--- config.mk ---
export PLATFORM = sky130hd
export DESIGN_NAME = btn_step_counter
export DESIGN_NICKNAME = d
export VERILOG_FILES = /design/src/rtl/btn_step_counter.sv
export SDC_FILE = /design/constraint.sdc
export NUM_CORES = 1
export LEC_CHECK = 0
export CORE_MARGIN = 3
export CORE_UTILIZATION = 50
export DETAILED_ROUTE_END_ITERATION = 12
export GPL_TIMING_DRIVEN = 0
export PLACE_DENSITY = 0.66
export SETUP_SLACK_MARGIN = 0.4
export SLEW_MARGIN = 5
export SYNTH_ARGS = -nofsm -noshare
export SYNTH_HDL_FRONTEND = slang
export SYNTH_SLANG_ARGS = --single-unit
--- constraint.sdc ---
create_clock -name clk -period 8.87 [get_ports clk]
set_input_delay 1.774 -clock clk [delete_from_list [all_inputs] [get_ports clk]]
set_output_delay 1.774 -clock clk [all_outputs]
set_load 0.02 [all_outputs]
--- src/rtl/btn_step_counter.sv ---
// btn_step_counter: two debounced push-buttons with hold-to-auto-repeat driving a wrapping up/down count.
// Ports:
//   clk      - board clock, the only clock
//   rst      - synchronous active-high reset
//   btn_up   - raw asynchronous up button, active-high
//   btn_dn   - raw asynchronous down button, active-high
//   count    - current WIDTH-bit count
//   up_pulse - one-cycle strobe for every up step (press or repeat)
//   dn_pulse - one-cycle strobe for every down step (press or repeat)
module btn_step_counter #(
    parameter int WIDTH           = 4,
    parameter int RESET_VALUE     = 0,
    parameter int DEBOUNCE_CYCLES = 1250000,
    parameter int HOLD_CYCLES     = 62500000,
    parameter int REPEAT_CYCLES   = 12500000
) (
    input  logic             clk,
    input  logic             rst,
    input  logic             btn_up,
    input  logic             btn_dn,
    output logic [WIDTH-1:0] count,
    output logic             up_pulse,
    output logic             dn_pulse
);
    localparam int DW   = $clog2(DEBOUNCE_CYCLES + 1);
    localparam int TMAX = (HOLD_CYCLES > REPEAT_CYCLES) ? HOLD_CYCLES : REPEAT_CYCLES;
    localparam int TW   = $clog2(TMAX + 1);
    localparam logic [DW-1:0] DB_LAST   = DW'(DEBOUNCE_CYCLES - 1);
    localparam logic [TW-1:0] HOLD_LAST = TW'(HOLD_CYCLES - 1);
    localparam logic [TW-1:0] REP_LAST  = TW'(REPEAT_CYCLES - 1);

    typedef enum logic [1:0] {IDLE, HOLD, REPEAT} state_e;

    logic [1:0] btn;
    logic [1:0] step;

    assign btn = {btn_dn, btn_up};

    // Index 0 is the up button, index 1 the down button.
    for (genvar g = 0; g < 2; g++) begin : g_btn
        logic          sync1_q, sync2_q;
        logic          stable_q, stable_d;
        logic [DW-1:0] db_q, db_d;
        logic [TW-1:0] tmr_q, tmr_d;
        state_e        state_q, state_d;
        logic          step_c;

        always_ff @(posedge clk) begin
            if (rst) begin
                sync1_q  <= 1'b0;
                sync2_q  <= 1'b0;
                stable_q <= 1'b0;
                db_q     <= '0;
                tmr_q    <= '0;
                state_q  <= IDLE;
            end else begin
                sync1_q  <= btn[g];
                sync2_q  <= sync1_q;
                stable_q <= stable_d;
                db_q     <= db_d;
                tmr_q    <= tmr_d;
                state_q  <= state_d;
            end
        end

        always_comb begin
            db_d     = (sync2_q == stable_q || db_q == DB_LAST) ? '0 : db_q + 1'b1;
            stable_d = (sync2_q != stable_q && db_q == DB_LAST) ? sync2_q : stable_q;
            state_d  = state_q;
            tmr_d    = tmr_q;
            step_c   = 1'b0;
            // IDLE is only re-entered once stable has dropped, so stable high here is a fresh press.
            if (state_q == IDLE) begin
                if (stable_q) begin
                    step_c  = 1'b1;
                    state_d = HOLD;
                    tmr_d   = '0;
                end
            end else if (!stable_q) begin
                // A release beats any step due on the same edge.
                state_d = IDLE;
                tmr_d   = '0;
            end else if (state_q == HOLD && tmr_q == HOLD_LAST) begin
                step_c  = 1'b1;
                state_d = REPEAT;
                tmr_d   = '0;
            end else if (state_q == REPEAT && tmr_q == REP_LAST) begin
                step_c = 1'b1;
                tmr_d  = '0;
            end else begin
                tmr_d = tmr_q + 1'b1;
            end
        end

        assign step[g] = step_c;
    end

    always_ff @(posedge clk) begin
        if (rst) begin
            count    <= WIDTH'(RESET_VALUE);
            up_pulse <= 1'b0;
            dn_pulse <= 1'b0;
        end else begin
            count    <= (step == 2'b01) ? count + 1'b1 :
                        (step == 2'b10) ? count - 1'b1 : count;
            up_pulse <= step[0];
            dn_pulse <= step[1];
        end
    end
endmodule

==> metrics.cfg <==
[timing]
setup_tns_ps = 0
period_minus_slack_ps = 3680
rsz0062_at_grt = no
post-route-period-util_pct = 41.5
whs_ps = 457
slew_headroom_pct = 45.6
worst_pin_slew_ps = 810
slew_viol_final = 0
max_freq_mhz = 272
skew_ps = 12.7
setup_viol = 0
hold_viol_final = 0

[drt]
antenna_left = 0
wl_per_cell_um = 15.8
drt_wl_total_um = 13300
via_per_inst = 5.98
drc = 0
drt-initial-drc-count = 381
first_pass_iters = 5
routed-via-count = 5032

[yosys]
synth.distinct_cells = 61
synth-edff-count = 0
synth_top_cell_by_area = dfxtp_1
synth_area_leaders = dfxtp_1 (39%), nor2_1 (5.5%), nand3_1 (4.6%), nand2_1 (4.6%), xnor2_1 (4.6%)
synthCells = 680
ys_async_sr_fraction_pct = 0
synth-seq-cells = 110
yosys.area.top_type_share_pct = 39.5
syn_area_per_cell_um2 = 8.20
synth_nets = 692
ys_warn_count = 0
synth_ff_type = dfxtp_1
yosysSeqAreaShare_pct = 39.5
netlist_area_um2 = 5580

[final_layout]
fill_cells = 1015
final_common_cell = dfxtp_1
synthToLayoutAreaGrowth_pct = 8.12
area.sequential_um2 = 2200
nNetsFinal = 712
multi_input_area_um2 = 3180
postLayoutCellArea_um2 = 6030
num_antenna_cells = 0
final_cell_mix = dfxtp_1 (110), nor2_1 (81), nand2_1 (68)
drive_above_1_share_pct = 4.68
final_cells = 841

[power]
leakagePower_nw = 1.93
pwr-share-seq_pct = 60.9
p_comb_share_pct = 1.6
fin_total_pwr_uw = 813
clkPwrFrac_pct = 37.4
sw_frac_of_total_pct = 24.9
powerDensity_nw_per_um2 = 135
cell_internal_pwr_uw = 611
p_sw_uw = 202
peakVddDrop_mv = 0.103

[setup_path]
reg2reg_depth = 15
end_kind = flop
path_max_fanout = 10
crit_required_ps = 9150
crit_type = primary input to flop
cp_data_arrival_time_ps = 3960
startpoint_type = primary input

[clock_tree]
clkTransAtPathRegs_ps = 120
cts_root_buf = clkbuf_8
cts.sinks = 110
post_cts_buffers = 0
ctsResizeCount = 0
cts_max_path_buffers = 2
htree_levels = 3
clk_latency_ps = 390
cts_buffers = 9
cts_hold_buf = 0
cts_tree = done

[placement]
dp_cells = 825
dp_hpwl_um = 9560
placed_cell_area_um2 = 5840
port_buffers = 9
gp_congestion = 0.909

[die]
start_util_pct = 52.6
die_w_um = 112
io_pins = 10
die_h_um = 112
core.rowCount = 37
dieArea_um2 = 12500
core-area_um2 = 10600

[global_routing]
antenna_found_initial = 0
grt_pass1_vias = 4633
grt_max_degree = 22
grt_pass1_wl_um = 22400
grtUsageTotal_pct = 21.6
overflow = 0

[worst_hold_path]
hold_class = flop to flop
hold_depth = 1

[flow_run]
cap_violations = 0

[outcome]
outcome = finished clean

power groups by stage:
stage | clock network (mW) | registers [mW] | logic, mW
after global placement | 0 | 0.507 | 0.0134
after CTS | 0.315 | 0.495 | 0.0135
final | 0.304 | 0.495 | 0.0133
after detailed placement | 0 | 0.507 | 0.0133
after floorplan | 0 | 0.507 | 0.00803
after global routing | 0.333 | 0.496 | 0.0149
worst paths after layout:
path	from	slack, ps	end
worst max-delay path	rst	5190	g_btn[0].tmr_q[14]
worst min-delay path	g_btn[0].sync1_q	460	g_btn[0].sync2_q
worst max register to register	g_btn[1].tmr_q[7]	5280	count[3]
worst min register to register	g_btn[0].sync1_q	460	g_btn[0].sync2_q
stage by stage:
step	utilization, %	worst slack, ps
floorplan	-	5850
global placement	55.1	4860
detailed placement	55.1	4800
CTS	56.9	5240
global route	56.9	5020
finish	56.9	5190
cells in the mapped netlist (all sizes together) (3+ instances only):
| library cell | n |
|---|---|
| or3 | 18 |
| xor2 | 18 |
| a31oi | 20 |
| or2 | 4 |
| o2111ai | 5 |
| buf | 12 |
| nor2 | 81 |
| or4 | 7 |
| ha | 7 |
| nor4 | 7 |
| clkbuf | 17 |
| a21oi | 16 |
| and2 | 17 |
| mux2i | 5 |
| nor4b | 8 |
| o21ai | 13 |
| dfxtp | 110 |
| xnor2 | 29 |
| nand4 | 32 |
| nand4b | 5 |
| nor2b | 8 |
| and4 | 14 |
| nand3 | 52 |
| o211ai | 3 |
| a41oi | 4 |
| and3 | 20 |
| inv | 15 |
| o22ai | 3 |
| nor3 | 22 |
| nand2 | 68 |
| nand2b | 9 |
final cells by class:
| cell class | instances | share of cell area (%) |
|---|---|---|
| flip-flops and latches | 110 | 36.5 |
| multi-input cells | 526 | 52.7 |
| plain buffers | 29 | 2.30 |
| clock buffers | 9 | 2.05 |
| repair buffers | 9 | 1.49 |
| clock inverters | 7 | 1.14 |
| inverters | 15 | 0.934 |
| well taps | 136 | 2.82 |
flip-flops by register name, indices dropped and copies added, names as in the netlist:
name            cells
count               4
dn_pulse            1
g_btn.db_q         42
g_btn.stable_q      2
g_btn.state_q       4
g_btn.sync1_q       2
g_btn.sync2_q       2
g_btn.tmr_q        52
up_pulse            1
critical path: stages:
cell and delay (ps):
clkdlybuf4s50_1 540, nor2b_1 370, and2_1 180, clkbuf_1 260, buf_2 320, nand2_1 180
o41ai_1 350
cells by family after synthesis:
logic type | count (synthesis) | synth area share, %
flops | 110 | 39.5
compound gates | 83 | 10.1
buf+inv | 44 | 3.50
mux | 5 | 0.897
fa+ha+maj | 8 | 1.93
simple gates | 383 | 36.7
xor+xnor | 47 | 7.38
per-layer routing:
metal	up-vias	part of all wire, %	track usage (%)
met3	15	5.8	5.05
met5	-	0	0
met4	0	1.2	6.49
met1	2355	46	29.2
li1	2506	-	-
met2	156	47	34.3
Power figures use the tool's default switching activity.
